--- config.mk ---
export PLATFORM = sky130hd
export DESIGN_NAME = i2c_master_arbiter_flat
export DESIGN_NICKNAME = d
export VERILOG_FILES = /design/src/rtl/i2c_master_arbiter_if.sv /design/src/rtl/i2c_master_arbiter.sv /design/src/flat_wrapper.sv
export SDC_FILE = /design/constraint.sdc
export NUM_CORES = 1
export LEC_CHECK = 0
export ABC_CLOCK_PERIOD_IN_PS = 4300
export CAP_MARGIN = 20
export CORE_ASPECT_RATIO = 0.8
export CORE_MARGIN = 2
export CORE_UTILIZATION = 50
export CTS_CLUSTER_DIAMETER = 40
export CTS_CLUSTER_SIZE = 25
export DETAILED_ROUTE_END_ITERATION = 8
export PLACE_DENSITY = 0.85
export SLEW_MARGIN = 20
export SYNTH_ARGS = -nofsm -noshare
export SYNTH_HDL_FRONTEND = slang
export SYNTH_SLANG_ARGS = --single-unit
--- constraint.sdc ---
create_clock -name Clk -period 4.3 [get_ports Clk]
set_input_delay 1.075 -clock Clk [delete_from_list [all_inputs] [get_ports Clk]]
set_output_delay 1.075 -clock Clk [all_outputs]
set_load 0.005 [all_outputs]
--- src/rtl/i2c_master_arbiter_if.sv ---
// Bus between the arbiter and the shared I2C_MASTER.
// The master modport is the arbiter's view; the slave modport is the I2C_MASTER's view.
interface i2c_master_arbiter_if #(
  parameter int ADDRESSLENGTH = 8
);
  logic                     Start;
  logic [ADDRESSLENGTH-1:0] SlaveAddress;
  logic                     RorW;
  logic [3:0]               NBytes;
  logic [7:0]               DataToSlave;
  logic [7:0]               DataFromSlave;
  logic                     ByteDone;
  logic                     AddrNack;
  logic                     MasterIdle;

  modport master (
    output Start, SlaveAddress, RorW, NBytes, DataToSlave,
    input  DataFromSlave, ByteDone, AddrNack, MasterIdle
  );

  modport slave (
    input  Start, SlaveAddress, RorW, NBytes, DataToSlave,
    output DataFromSlave, ByteDone, AddrNack, MasterIdle
  );
endinterface

--- src/rtl/i2c_master_arbiter.sv ---
// Round-robin scheduler that shares one I2C_MASTER between NREQ requesters,
// streaming bytes to/from the granted requester and reporting completion status.
module i2c_master_arbiter #(
  parameter int ADDRESSLENGTH = 8,
  parameter int NREQ          = 2,
  parameter int TIMEOUT       = 4096
) (
  input  logic                          Clk,
  input  logic                          Rst,
  input  logic [NREQ-1:0]               Req,
  input  logic [NREQ*ADDRESSLENGTH-1:0] ReqAddress,
  input  logic [NREQ-1:0]               ReqRorW,
  input  logic [NREQ*4-1:0]             ReqNBytes,
  input  logic [NREQ*8-1:0]             ReqWrData,
  output logic [NREQ-1:0]               Grant,
  output logic [NREQ-1:0]               WrDataTake,
  output logic [7:0]                    RdData,
  output logic [NREQ-1:0]               RdDataValid,
  output logic [NREQ-1:0]               Done,
  output logic [1:0]                    Error,
  i2c_master_arbiter_if.master          bus
);

  localparam int IDXW = (NREQ > 1) ? $clog2(NREQ) : 1;
  localparam int TW   = $clog2(TIMEOUT) + 1;

  typedef enum logic [2:0] {IDLE, LAUNCH, XFER, WAITSTOP, FINISH} stateT;

  stateT                    state, stateNext;
  logic [IDXW-1:0]          ptr, ptrNext;
  logic [IDXW-1:0]          owner, ownerNext;
  logic [ADDRESSLENGTH-1:0] shAddr, shAddrNext;
  logic                     shRorW, shRorWNext;
  logic [3:0]               shNBytes, shNBytesNext;
  logic [3:0]               counter, counterNext;
  logic [TW-1:0]            timer, timerNext;
  logic                     startReg, startNext;
  logic [7:0]               dataToSlave, dataToSlaveNext;
  logic [1:0]               errCode, errCodeNext;
  logic [NREQ-1:0]          grantNext, wrTakeNext, rdValidNext, doneNext;
  logic [7:0]               rdDataNext;
  logic [1:0]               errorNext;
  logic [NREQ-1:0]          effReq;
  logic [IDXW-1:0]          pick;
  logic [7:0]               ownerWrByte;
  logic                     timerExpired;

  function automatic logic [IDXW-1:0] rrPick(input logic [NREQ-1:0] r, input logic [IDXW-1:0] p);
    logic [IDXW-1:0] sel;
    logic            hit;
    int              idx;
    sel = p;
    hit = 1'b0;
    for (int k = 1; k <= NREQ; k++) begin
      idx = int'(p) + k;
      if (idx >= NREQ) idx = idx - NREQ;
      if (!hit && r[idx]) begin
        hit = 1'b1;
        sel = IDXW'(idx);
      end
    end
    return sel;
  endfunction

  // A requester still sees its own Done this cycle and has not yet dropped Req,
  // so it is masked to avoid being re-granted for a transaction it already finished.
  assign effReq       = Req & ~Done;
  assign pick         = rrPick(effReq, ptr);
  assign ownerWrByte  = ReqWrData[int'(owner)*8 +: 8];
  assign timerExpired = (timer == TW'(TIMEOUT - 1));

  assign bus.Start        = startReg;
  assign bus.SlaveAddress = shAddr;
  assign bus.RorW         = shRorW;
  assign bus.NBytes       = shNBytes;
  assign bus.DataToSlave  = dataToSlave;

  always_ff @(posedge Clk or negedge Rst) begin
    if (!Rst) begin
      state       <= IDLE;
      ptr         <= IDXW'(NREQ - 1);
      owner       <= '0;
      shAddr      <= '0;
      shRorW      <= 1'b0;
      shNBytes    <= '0;
      counter     <= '0;
      timer       <= '0;
      startReg    <= 1'b0;
      dataToSlave <= '0;
      errCode     <= '0;
      Grant       <= '0;
      WrDataTake  <= '0;
      RdData      <= '0;
      RdDataValid <= '0;
      Done        <= '0;
      Error       <= '0;
    end else begin
      state       <= stateNext;
      ptr         <= ptrNext;
      owner       <= ownerNext;
      shAddr      <= shAddrNext;
      shRorW      <= shRorWNext;
      shNBytes    <= shNBytesNext;
      counter     <= counterNext;
      timer       <= timerNext;
      startReg    <= startNext;
      dataToSlave <= dataToSlaveNext;
      errCode     <= errCodeNext;
      Grant       <= grantNext;
      WrDataTake  <= wrTakeNext;
      RdData      <= rdDataNext;
      RdDataValid <= rdValidNext;
      Done        <= doneNext;
      Error       <= errorNext;
    end
  end

  always_comb begin
    stateNext       = state;
    ptrNext         = ptr;
    ownerNext       = owner;
    shAddrNext      = shAddr;
    shRorWNext      = shRorW;
    shNBytesNext    = shNBytes;
    counterNext     = counter;
    timerNext       = timer;
    startNext       = startReg;
    dataToSlaveNext = dataToSlave;
    errCodeNext     = errCode;
    grantNext       = Grant;
    wrTakeNext      = '0;
    rdDataNext      = RdData;
    rdValidNext     = '0;
    doneNext        = '0;
    errorNext       = Error;

    case (state)
      IDLE: begin
        startNext = 1'b0;
        grantNext = '0;
        if (|effReq) begin
          ownerNext    = pick;
          shAddrNext   = ReqAddress[int'(pick)*ADDRESSLENGTH +: ADDRESSLENGTH];
          shRorWNext   = ReqRorW[pick];
          shNBytesNext = ReqNBytes[int'(pick)*4 +: 4];
          grantNext    = NREQ'(1) << pick;
          stateNext    = LAUNCH;
        end
      end

      LAUNCH: begin
        if (shNBytes == 4'd0) begin
          errCodeNext = 2'b11;
          stateNext   = FINISH;
        end else begin
          if (shRorW) begin
            dataToSlaveNext = ownerWrByte;
            wrTakeNext      = Grant;
          end
          startNext   = 1'b1;
          counterNext = shNBytes;
          timerNext   = '0;
          stateNext   = XFER;
        end
      end

      // AddrNack wins over ByteDone, which wins over the stall timer.
      XFER: begin
        if (bus.AddrNack) begin
          startNext   = 1'b0;
          errCodeNext = 2'b01;
          timerNext   = '0;
          stateNext   = WAITSTOP;
        end else if (bus.ByteDone) begin
          timerNext   = '0;
          counterNext = counter - 4'd1;
          if (shRorW) begin
            if (counter > 4'd1) begin
              dataToSlaveNext = ownerWrByte;
              wrTakeNext      = Grant;
            end
          end else begin
            rdDataNext  = bus.DataFromSlave;
            rdValidNext = Grant;
          end
          if (counter <= 4'd1) begin
            startNext   = 1'b0;
            errCodeNext = 2'b00;
            stateNext   = WAITSTOP;
          end
        end else if (timerExpired) begin
          startNext   = 1'b0;
          errCodeNext = 2'b10;
          timerNext   = '0;
          stateNext   = WAITSTOP;
        end else begin
          timerNext = timer + TW'(1);
        end
      end

      WAITSTOP: begin
        if (bus.MasterIdle) begin
          stateNext = FINISH;
        end else if (timerExpired) begin
          errCodeNext = 2'b10;
          stateNext   = FINISH;
        end else begin
          timerNext = timer + TW'(1);
        end
      end

      FINISH: begin
        doneNext  = Grant;
        errorNext = errCode;
        grantNext = '0;
        ptrNext   = owner;
        stateNext = IDLE;
      end

      default: stateNext = IDLE;
    endcase
  end

endmodule
--- src/flat_wrapper.sv ---
// flat-port wrapper written by rule: the top's interface ports become plain ports
module i2c_master_arbiter_flat 
#(
  parameter int ADDRESSLENGTH = 8,
  parameter int NREQ          = 2,
  parameter int TIMEOUT       = 4096
)
  (Clk, Rst, Req, ReqAddress, ReqRorW, ReqNBytes, ReqWrData, Grant, WrDataTake, RdData, RdDataValid, Done, Error, bus_Start, bus_SlaveAddress, bus_RorW, bus_NBytes, bus_DataToSlave, bus_DataFromSlave, bus_ByteDone, bus_AddrNack, bus_MasterIdle);
  i2c_master_arbiter_if #(.ADDRESSLENGTH(ADDRESSLENGTH)) bus_i ();
  input  logic Clk;
  input  logic Rst;
  input  logic [NREQ-1:0] Req;
  input  logic [NREQ*ADDRESSLENGTH-1:0] ReqAddress;
  input  logic [NREQ-1:0] ReqRorW;
  input  logic [NREQ*4-1:0] ReqNBytes;
  input  logic [NREQ*8-1:0] ReqWrData;
  output logic [NREQ-1:0] Grant;
  output logic [NREQ-1:0] WrDataTake;
  output logic [7:0] RdData;
  output logic [NREQ-1:0] RdDataValid;
  output logic [NREQ-1:0] Done;
  output logic [1:0] Error;
  output wire logic [$bits(bus_i.Start)-1:0] bus_Start;
  output wire logic [$bits(bus_i.SlaveAddress)-1:0] bus_SlaveAddress;
  output wire logic [$bits(bus_i.RorW)-1:0] bus_RorW;
  output wire logic [$bits(bus_i.NBytes)-1:0] bus_NBytes;
  output wire logic [$bits(bus_i.DataToSlave)-1:0] bus_DataToSlave;
  input wire logic [$bits(bus_i.DataFromSlave)-1:0] bus_DataFromSlave;
  input wire logic [$bits(bus_i.ByteDone)-1:0] bus_ByteDone;
  input wire logic [$bits(bus_i.AddrNack)-1:0] bus_AddrNack;
  input wire logic [$bits(bus_i.MasterIdle)-1:0] bus_MasterIdle;
  assign bus_Start = bus_i.Start;
  assign bus_SlaveAddress = bus_i.SlaveAddress;
  assign bus_RorW = bus_i.RorW;
  assign bus_NBytes = bus_i.NBytes;
  assign bus_DataToSlave = bus_i.DataToSlave;
  assign bus_i.DataFromSlave = bus_DataFromSlave;
  assign bus_i.ByteDone = bus_ByteDone;
  assign bus_i.AddrNack = bus_AddrNack;
  assign bus_i.MasterIdle = bus_MasterIdle;
  i2c_master_arbiter #(.ADDRESSLENGTH(ADDRESSLENGTH), .NREQ(NREQ), .TIMEOUT(TIMEOUT)) u_core (.Clk(Clk), .Rst(Rst), .Req(Req), .ReqAddress(ReqAddress), .ReqRorW(ReqRorW), .ReqNBytes(ReqNBytes), .ReqWrData(ReqWrData), .Grant(Grant), .WrDataTake(WrDataTake), .RdData(RdData), .RdDataValid(RdDataValid), .Done(Done), .Error(Error), .bus(bus_i));
endmodule
; ---- Word-level counts from Yosys, hierarchy flattened
; Index checks and enable logic that the tools add are counted.
[word_totals]
ramBits = 0
output_inout_bits = 40
ff_bits = 64
latchBits = 0
wordCells = 140
n_memories = 0
romBits = 0
[classes]
mux = 67
n_bitwise = 4
reduce_logical = 17
add_sub_neg = 6
div_mod_pow = 0
n_eq_ne = 18
n_lt_le_gt_ge = 7
n_mul = 0
shifts = 4
[ops]
columns = op, count
row1 = two-way mux 13 bit, 6
row2 = ">= comparator 32 x 3 -> 1 bit, second input constant", 2
row3 = "less-than comparator 32 x 3 -> 1 bit, second input constant", 2
row4 = two-way mux 32 bit, 2
row5 = "subtractor 32 x 3 -> 32 bit, second input constant", 2
row6 = two-way mux 8 bit, 6
row7 = one-hot mux 13 bit (3 select lines), 1
row8 = two-way mux 2 bit, 18
row9 = indexed part select 16 x 5 -> 8 bit, 2
row10 = two-way mux 3 bit, 8
row11 = AND reduction 4 bit, 6
row12 = two-way mux 1 bit, 16
row13 = one-hot mux 8 bit (2 select lines), 1
row14 = "adder 13 x 1 -> 13 bit, second input constant", 1
row15 = "equality test 13 x 12 -> 1 bit, second input constant", 1
row16 = two-way mux 4 bit, 3
row17 = one-hot mux 3 bit (4 select lines), 1
row18 = "inequality test 2 x 1 -> 1 bit, second input constant", 5
row19 = "inequality test 2 bit, second input constant", 5
row20 = "inequality test 4 x 3 -> 1 bit, second input constant", 2
row21 = one-hot mux 2 bit (2 select lines), 2
row22 = one-hot mux 4 bit (2 select lines), 1
row23 = indexed part select 8 x 4 -> 4 bit, 1
row24 = AND reduction 7 bit, 1
row25 = 24 further kinds, 28

; ---- Depth between registers and ports, before layout
; Gate-level depths: netlist of run 1.
[depth]
word_depth = 13
mapped_depth = 8
mapped_depth_nobuf = 7

; ---- Worst setup path before layout of run 1
; OpenSTA, ideal clock, no wires.
[synth_path]
path_kind = input-to-reg
start = in Req[0]
end = reg u_core.shNBytes[0], in the netlist u_core.bus.NBytes[0]
path_slack_ns = 1.959
arrival_time_ns = 2.209
setup_time_ns = 0.132
required_time_ns = 4.168
path_stages = 7
path_buffers = 2
path_cell_list = nand2b_1 -> and2_1 -> or4_1 -> clkbuf_1 -> clkbuf_1 -> nand2_1 -> o21ai_1
[synth_via]
elab_chain_len = 9
word_cells_on_any_way = 15
cone_classes = 1 x shift / 9 x mux / 1 x bitwise / 4 x reduce/logical
[synth_lines]
columns = element, line
row1 = "start, declared", flat_wrapper.sv:12  ; input logic [NREQ-1:0] Req;
row2 = AND 2 bit *, i2c_master_arbiter.sv:67  ; assign effReq = Req & ~Done;
row3 = two-way mux 1 bit (implied by the code) (3 in a row), i2c_master_arbiter.sv:57  ; if (!hit && r[idx]) begin
row4 = two-way mux 1 bit, i2c_master_arbiter.sv:57
row5 = zero test 1 bit, i2c_master_arbiter.sv:57
row6 = logical AND 1 bit, i2c_master_arbiter.sv:57
row7 = two-way mux 1 bit, i2c_master_arbiter.sv:57
row8 = indexed part select 8 x 4 -> 4 bit, i2c_master_arbiter.sv:145  ; shNBytesNext = ReqNBytes[int'(pick)*4 +: 4];
row9 = "end signal, assigned", i2c_master_arbiter.sv:103  ; shNBytes <= shNBytesNext;
row10 = "end, declared", i2c_master_arbiter.sv:34  ; logic [3:0] shNBytes, shNBytesNext;
; Every way passes the cells marked *; elsewhere a longest branch is shown, timed or not. The select of a mux whose other input is x is not followed.
; A chain may end at the register's enable or synchronous reset.

; ---- Worst setup path after layout of run 1
[layout_path]
start = in Req[1]
end = reg u_core.owner
[layout_via]
elab_chain_len = 8
word_cells_on_any_way = 14
cone_classes = 9 x mux / 1 x bitwise / 4 x reduce/logical
[layout_lines]
columns = element, line
row1 = AND 2 bit *, i2c_master_arbiter.sv:67
row2 = two-way mux 1 bit (implied by the code) (3 in a row), i2c_master_arbiter.sv:57
row3 = two-way mux 1 bit, i2c_master_arbiter.sv:57
row4 = zero test 1 bit, i2c_master_arbiter.sv:57
row5 = logical AND 1 bit, i2c_master_arbiter.sv:57
row6 = two-way mux 1 bit, i2c_master_arbiter.sv:57
row7 = "end signal, assigned", i2c_master_arbiter.sv:100  ; owner <= ownerNext;
row8 = "end, declared", i2c_master_arbiter.sv:31  ; logic [IDXW-1:0] owner, ownerNext;
; Marked as above.

==> impl_metrics.ini, run 1 <==
[run_status]
outcome = complete, no violations

[clocking]
post_cts_buffers = 0
post_cts_resized = 0
numCtsBuffers = 9
root_buffer = clkbuf_8
h-tree-depth = 3
cts_sinks = 64
cts.path.max_buffers = 2
cts_hold_repair.buffers = 0
cts_tree = done
clkTransAtPathRegs_ns = 0.08
clkLatencyLatePin_ns = 0.34

[route]
first_pass_iters = 4
wirelength_mm = 7.553
wl_per_cell_um = 15.77
num_vias = 2575
first_iter_violations = 128
ant_nets = 0
viasPerCell = 5.376
drc = 0

[yosys]
synth_cells = 297
ys_seq_elements = 64
yosysSeqAreaShare_pct = 51.47
synth_nets = 357
synth-async-reset-ratio_pct = 100.0
yosysWarnings = 0
yosysTopAreaCell = dfrtp_1
syn_area_um2 = 3114
ys_top_cells_by_area = dfrtp_1 (51%), mux2i_1 (6.7%), nand2_1 (4.7%), mux2_2 (4.0%), o21ai_0 (3.9%)
synth_top_cell_area_share_pct = 50.62
synthDistinctLibCells = 59
synth_enable_flop_cells = 0
synthFlopType = dfrtp_1
syn_avg_cell_area_um2 = 10.49

[critical_path]
reg2reg_depth = 5
critPathKind = in2reg
path_cells = clkdlybuf4s50_1 > nand2b_1 > and2_1 > or4_1 > mux2_1
worstReg2RegEnd = u_core.counter[3]
cp_data_arrival_time_ns = 3.04
reg2reg_from = u_core.state[1]
crit_fanout = 29
r2r_slack_ns = 1.95
worst-path-buf-inv = 1
end_kind = flop
required_ns = 4.53
crit_path_top_delay_cell = or4_1
crit_family = simple AND/OR/NAND/NOR gates
start_kind = input pin
slowest_delay_ns = 0.81

[timing]
fin_crit_ns = 2.814
fin_setup_tns_ns = 0
relSlewSlack_pct = 29.99
period_share_pct = 65.44
hold_ws_ns = 0.4856
fin_skew_ns = 0.01116
hold_violations = 0
tightest_slew_ns = 1.050
fmax_mhz = 355.4
grt_setup_unrepaired = no
setup_viol = 0
slew_viol_final = 0

[hold_path]
hp-class = reg2reg
holdPathEnd = u_core.bus.DataToSlave[5]
hold_start = u_core.bus.DataToSlave[5]
whs_path_depth = 2

[floorplanning]
initial_utilization_pct = 52.13
io_pins = 97
rows = 25
dieHeight_um = 74.59
die_area_um2 = 6880
core_region_area_um2 = 5974
die_w_um = 92.24

[global_routing]
grt_pass1_vias = 2684
overflow = 0
grt_max_degree = 43
track_usage_pct = 24.30
grt_pass1_wl_mm = 12.77
antenna_found_initial = 0

[power_and_ir_drop]
power.switching_uw = 1011
leakagePower_uw = 0.001873
power.share.switching_pct = 36.25
p_clk_share_pct = 20.2
p_seq_share_pct = 37.4
pwr-share-comb_pct = 42.4
p_int_uw = 1779
vdd_drop_max_uv = 377.1
p_per_area_nw_per_um2 = 642.7

[finish]
area_growth_pct = 39.41
num_antenna_cells = 0
drive_above_1_share_pct = 11.06
mostFrequentLayoutCell = clkdlybuf4s50_1
final_core_util_pct = 72.67
layout_common_cells = clkdlybuf4s50_1 (95), dfrtp_1 (63), nand2_1 (39), o21ai_0 (24)
nets = 453

[flow_run]
drv_cap = 0

[place]
io_buffers = 96
place_hpwl_mm = 5.594
place_congestion = 0.8564
[synthesized netlist by cell type (2+ instances only)]
cell type  instances
nand3_1            3
nand2b_1           4
inv_1              9
mux2_2            11
nor2b_1            3
a21boi_0           2
clkbuf_1           3
or4_1              3
nand4_1            2
a21oi_1            4
nor2_1            21
nor3_1             9
xnor2_1            9
nor4_1             6
o21a_1             2
ha_1               3
nand2_1           39
dfrtp_1           63
o22ai_1            3
o21ai_1            8
o31ai_1            2
mux2i_1           21
buf_2              7
o21ai_0           24
nor2_4             2
[routing by layer]
layer | routed length, um | track usage [%] | up-vias | share of wire, %
li1 | - | - | 1249 | -
met1 | 3220 | 29.92 | 1209 | 43
met2 | 3434 | 38.48 | 102 | 45
met3 | 752 | 10.74 | 15 | 10
met4 | 146 | 8.624 | 0 | 1.9
met5 | 0 | 2.778 | - | 0
[how the worst max path moves through the flow]
stage               startpoint                   end  slack, ns  cells after the start
detailed placement      Req[1]          u_core.owner       1.14                      5
floorplan               Req[0]  u_core.bus.NBytes[0]       1.96                      7
global route            Req[1]          u_core.owner       1.41                      5
global placement        Req[0]          u_core.owner       1.20                      5
CTS                     Req[1]          u_core.owner       1.50                      5
finish                  Req[1]          u_core.owner       1.49                      5
[final cells by class]
cell class,count,area [um^2]
clock buffer,9,123.9
tap,81,101.3
inverter,9,33.78
multi-input combinational,212,1421
timing repair buffer,97,963.4
clock inverter,7,95.09
fill,410,1633
sequential,64,1603
[through the flow]
step / area [um^2] / cells / setup slack (ns) / total power [uW]
floorplan: 3114 / 297 / 1.959 / 1702
global placement: 4118 / 463 / 1.198 / 2185
detailed placement: 4118 / 463 / 1.140 / 2226
CTS: 4337 / 479 / 1.501 / 2807
global route: 4342 / 479 / 1.406 / 2998
finish: 4342 / 479 / 1.486 / 2790
[flip-flops by register name, indices dropped and copies added (netlist names), 3 cells and up]
register                 flops
u_core.RdData                8
u_core.timer                13
u_core.counter               4
u_core.bus.SlaveAddress      8
u_core.state                 3
u_core.bus.NBytes            4
u_core.bus.DataToSlave       8
[worst min-delay path: cells and delay by family, from the launching register on]
| kind | cells | cell delay (ns) |
|---|---|---|
| AO/OA/AOI/OAI | 1 | 0.06 |
| flip-flops | 1 | 0.35 |
| AND/OR/NAND/NOR | 1 | 0.05 |
[power by group through the flow]
stage	combinational [uW]	clock (uW)	sequential (uW)
2_1_floorplan	729	0	973
6_report	1180	565	1040
3_5_place_dp	1180	0	1050
3_3_place_gp	1150	0	1040
4_1_cts	1190	578	1040
5_1_grt	1320	606	1070
[kinds of logic after synthesis]
logic type | count (synthesis) | synth area share, %
xor gates and xnor gates | 9 | 2.531
AOI/OAI and AO/OA | 61 | 12.58
muxes | 33 | 11.09
DFF | 64 | 51.47
adders and majority gates | 3 | 1.205
and+or+nand+nor | 106 | 18.08
buffers and inverters | 21 | 3.053
(Power assumes the default switching activity.)
==> run 2, diff against run 1 <==
Settings changed: ABC_CLOCK_PERIOD_IN_PS 4300 to 2500, CORE_UTILIZATION 50 to 42, PLACE_DENSITY 0.85 to 0.76.
Clock period 4.3 ns to 2.5 ns, I/O delays scaled along.
==> impl_metrics.ini, run 2 (synthesis results as in run 1) <==
[floorplanning]
rows = 28
io_pins = 97
die_w_um = 100.3
initial_utilization_pct = 42.74
die_area_um2 = 8124
dieHeight_um = 81.02
core_region_area_um2 = 7287

[finish]
regMostFlops = u_core.timer
mostFrequentLayoutCell = clkdlybuf4s50_1
num-fill-cells = 598
final_core_util_pct = 60.15
layout_common_cells = clkdlybuf4s50_1 (95), dfrtp_1 (63), nand2_1 (39), o21ai_0 (24)
area_growth_pct = 40.74
largest_register_ff_count = 13
nets = 457
num_antenna_cells = 0
drive_above_1_share_pct = 11.19

[route]
wl_met1_mm = 3.254
routed-wl-met3_um = 461
drc = 0
wirelength_mm = 6.951
wl_met2_mm = 3.122
viasPerCell = 5.246
top_layer = met4
wl_per_cell_um = 14.13
first_pass_iters = 4
ant_nets = 0
first_iter_violations = 166
num_vias = 2581

[clocking]
cts_tree = done
cts.path.max_buffers = 2
clkLatencyLatePin_ns = 0.33
root_buffer = clkbuf_8
clkTransAtPathRegs_ns = 0.07
post_cts_buffers = 0
post_cts_resized = 0
cts_sinks = 64
cts_hold_repair.buffers = 0
numCtsBuffers = 9
h-tree-depth = 3

[timing]
hold_violations = 0
period_share_pct = 81.94
relSlewSlack_pct = 57.41
tightest_slew_ns = 0.6340
setup_ws_ns = 0.4515
fin_crit_ns = 2.049
slew_viol_final = 0
grt_setup_unrepaired = no
fmax_mhz = 488.2
fin_setup_tns_ns = 0
setup_viol = 0
fin_skew_ns = 0.009342

[place]
place_congestion = 0.8374
io_buffers = 96
place_ws_ns = 0.1318
place_hpwl_mm = 5.138

[global_routing]
overflow = 0
grt_pass1_vias = 2581
antenna_found_initial = 0
grt_max_degree = 49
track_usage_pct = 18.47
grt_pass1_wl_mm = 11.83

[power_and_ir_drop]
p_clk_share_pct = 18.5
p_per_area_nw_per_um2 = 1076
pwr-share-comb_pct = 44.3
leakagePower_uw = 0.001893
power.switching_uw = 1656
power.share.switching_pct = 35.12
vdd_drop_max_uv = 415.0
p_int_uw = 3059
p_seq_share_pct = 37.3

[critical_path]
cp-endpoint = u_core.bus.DataToSlave[0]
start_kind = flop
worstReg2RegEnd = u_core.bus.DataToSlave[0]
r2r_slack_ns = 0.45
reg2reg_from = u_core.bus.NBytes[0]
critPathKind = reg2reg
crit_path_start = u_core.bus.NBytes[0]
cp_data_arrival_time_ns = 2.23
reg2reg_depth = 4
required_ns = 2.68
end_kind = flop
crit_fanout = 18

[flow_run]
drv_cap = 0

[run_status]
outcome = complete, no violations

[hold_path]
hp-class = in2async
[run 2: per-layer routing]
layer,GRT usage (%),up-vias
met4,8.904,0
met5,0,-
met2,30.00,87
li1,-,1254
met3,4.217,8
met1,23.56,1232
[run 2: power groups by stage]
stage          combinational, uW  clock (uW)  sequential [uW]
2_1_floorplan               1250           0             1670
3_3_place_gp                2040           0             1760
3_5_place_dp                2100           0             1770
4_1_cts                     2110         903             1750
5_1_grt                     2340         946             1820
6_report                    2090         871             1760
[run 2: worst min-delay path by stage]
stage                                   start                   endpoint  slack [ns]  cells after the start
detailed placement  u_core.bus.DataToSlave[1]  u_core.bus.DataToSlave[1]        0.47                      2
finish                                    Rst  u_core.bus.DataToSlave[1]        0.22                      1
global placement              u_core.Error[0]            u_core.Error[0]        0.46                      2
global route                              Rst           u_core.RdData[7]        0.23                      1
CTS                                       Rst           u_core.RdData[6]        0.21                      1
floorplan                                 Rst             u_core.Done[0]        0.33                      0
[run 2: cell type report]
cell class	count	area, um^2	area share [%]
Sequential cell	64	1603	36.57
Multi-Input combinational cell	212	1416	32.32
Timing Repair Buffer	101	1018	23.24
Clock buffer	13	158.9	3.625
Tap cell	90	112.6	2.569
Clock inverter	3	40.04	0.9135
Inverter	9	33.78	0.7708
[run 2: metrics by stage]
step	hold slack (ns)	power [uW]	std cells	area, um^2
finish	0.2174	4715	492	4383
global route	0.2298	5101	492	4383
CTS	0.2100	4764	492	4383
detailed placement	0.4735	3869	476	4184
global placement	0.4606	3794	476	4184
floorplan	0.3294	2927	297	3114
[run 2: critical path, stage by stage (launching register included)]
cell and delay [ns]:
dfrtp_1 0.45, nor4_1 0.50, nor3_1 0.19, o21ai_2 0.55
o21ai_0 0.20
==> run 3, diff against run 2 <==
Settings changed: ABC_CLOCK_PERIOD_IN_PS 2500 to 1900, CORE_UTILIZATION 42 to 47, PLACE_DENSITY 0.76 to 0.81.
Clock period 2.5 ns to 1.9 ns, I/O delays scaled along.
==> impl_metrics.ini, run 3 (synthesis results as in run 1) <==
[run_status]
outcome = complete, no violations

[place]
place_ws_ns = -0.2936
dp.cells = 498
place_hpwl_mm = 5.510
io_buffers = 96
place_congestion = 0.8351

[finish]
regMostFlops = u_core.timer
nets = 489
num_antenna_cells = 0
area_growth_pct = 51.59
mostFrequentLayoutCell = clkdlybuf4s50_1
multi_input_area_um2 = 1496
final-seq-area_um2 = 1605
layout_common_cells = clkdlybuf4s50_1 (95), dfrtp_1 (61), nand2_1 (38), buf_4 (33), o21ai_0 (23)
num-fill-cells = 413
final_cells = 518
final_core_util_pct = 73.66
largest_register_ff_count = 13
drive_above_1_share_pct = 21.20

[hold_path]
hp-class = in2async

[critical_path]
cp_data_arrival_time_ns = 2.12
critPathKind = reg2reg
r2r_slack_ns = 0.01
reg2reg_depth = 7
reg2reg_from = u_core.counter[0]
worstReg2RegEnd = u_core.state[0]
crit_fanout = 4
required_ns = 2.14
end_kind = flop
start_kind = flop

[clocking]
clkLatencyLatePin_ns = 0.34
root_buffer = clkbuf_8
cts_hold_repair.buffers = 0
cts_tree = done
clkTransAtPathRegs_ns = 0.07
numCtsBuffers = 9
cts.path.max_buffers = 2
cts_sinks = 64
h-tree-depth = 3

[timing]
period_share_pct = 99.22
relSlewSlack_pct = 68.14
fin_setup_tns_ns = 0
setup_ws_ns = 0.01486
hold_violations = 0
fmax_mhz = 530.5
fin_skew_ns = 0.01214
fin_crit_ns = 1.885
setup_viol = 0
slew_viol_final = 0
tightest_slew_ns = 0.4779

[route]
first_iter_violations = 150
wirelength_mm = 7.763
wl_per_cell_um = 14.99
first_pass_iters = 4
drc = 0
viasPerCell = 5.251
num_vias = 2720
ant_nets = 0

[floorplanning]
io_pins = 97
core_region_area_um2 = 6409
die_w_um = 95.01
initial_utilization_pct = 48.59
die_area_um2 = 7297
rows = 26
dieHeight_um = 76.81

[power_and_ir_drop]
power.share.switching_pct = 34.96
p_clk_share_pct = 18.1
vdd_drop_max_uv = 823.1
leakagePower_uw = 0.002060
power.switching_uw = 2390
pwr-share-comb_pct = 47.8
p_int_uw = 4447
p_seq_share_pct = 34.1
p_per_area_nw_per_um2 = 1448
total_power_uw = 6837

[global_routing]
grt_pass1_wl_mm = 12.72
grt_pass1_vias = 2730
track_usage_pct = 22.37
grt_max_degree = 65
overflow = 0
antenna_found_initial = 0

[flow_run]
drv_cap = 0
## run 3: cell count changes in the layout (fill, tap and decap cells not counted), moves of 2 or more
cell,change
dfrtp_1,-2
clkbuf_8,-2
inv_2,+2
ha_1,-2
buf_4,+30
inv_1,-2
nor4_1,-2
nor4_2,+2
dfrtp_2,+2
## run 3: worst max-delay path by stage
stage | from | slack (ns) | endpoint
final | u_core.counter[0] | 0.01 | u_core.state[0]
after global placement | Req[1] | -0.21 | u_core.bus.SlaveAddress[1]
after floorplan | Req[0] | 0.16 | u_core.bus.NBytes[0]
after CTS | u_core.counter[0] | 0.005 | u_core.state[0]
after detailed placement | Req[0] | -0.29 | u_core.bus.SlaveAddress[1]
after global routing | u_core.timer[0] | -0.04 | u_core.timer[8]
## run 3: layout make-up
| class | count | share of cell area, % |
|---|---|---|
| Clock buffer | 12 | 2.862 |
| Inverter | 9 | 0.7156 |
| Clock inverter | 4 | 1.484 |
| Multi-Input combinational cell | 212 | 31.70 |
| Sequential cell | 64 | 34.00 |
| Tap cell | 84 | 2.226 |
| Timing Repair Buffer | 133 | 27.01 |
## run 3: power groups by stage
stage | Clock (uW) | Sequential (uW) | Combinational, uW
global route | 1320 | 2400 | 3590
floorplan | 0 | 2200 | 1650
CTS | 1260 | 2310 | 3170
global placement | 0 | 2300 | 3000
finish | 1230 | 2330 | 3270
detailed placement | 0 | 2320 | 3100
## run 3: metal layers
layer	vias up	GRT usage, %	part of all wire [%]
met3	15	8.448	7.7
met4	0	6.232	1.8
met2	93	35.96	49
met5	-	0	0
met1	1293	28.22	42
li1	1319	-	-
## run 3: what timing repair did
item | CTS | global route
resized for setup | 6 | 15
cloned | 0 | 0
setup endpoints to repair | 10 | 29
pin swaps | 1 | 3
setup buffers | 2 | 2
## run 3: stage by stage
step           cell area [um^2]  hold WS [ns]
2_1_floorplan              3114        0.1794
3_3_place_gp               4399        0.4620
3_5_place_dp               4399        0.4694
4_1_cts                    4639        0.1349
5_1_grt                    4721        0.1582
6_report                   4721        0.1259
## run 3: critical path, stage by stage, from the launching register on
cell and delay [ns]:
dfrtp_1 0.42, buf_4 0.14, ha_1 0.16, nor2_1 0.07
or4b_2 0.63, o2111ai_2 0.09, nand2_2 0.13, o32ai_4 0.15
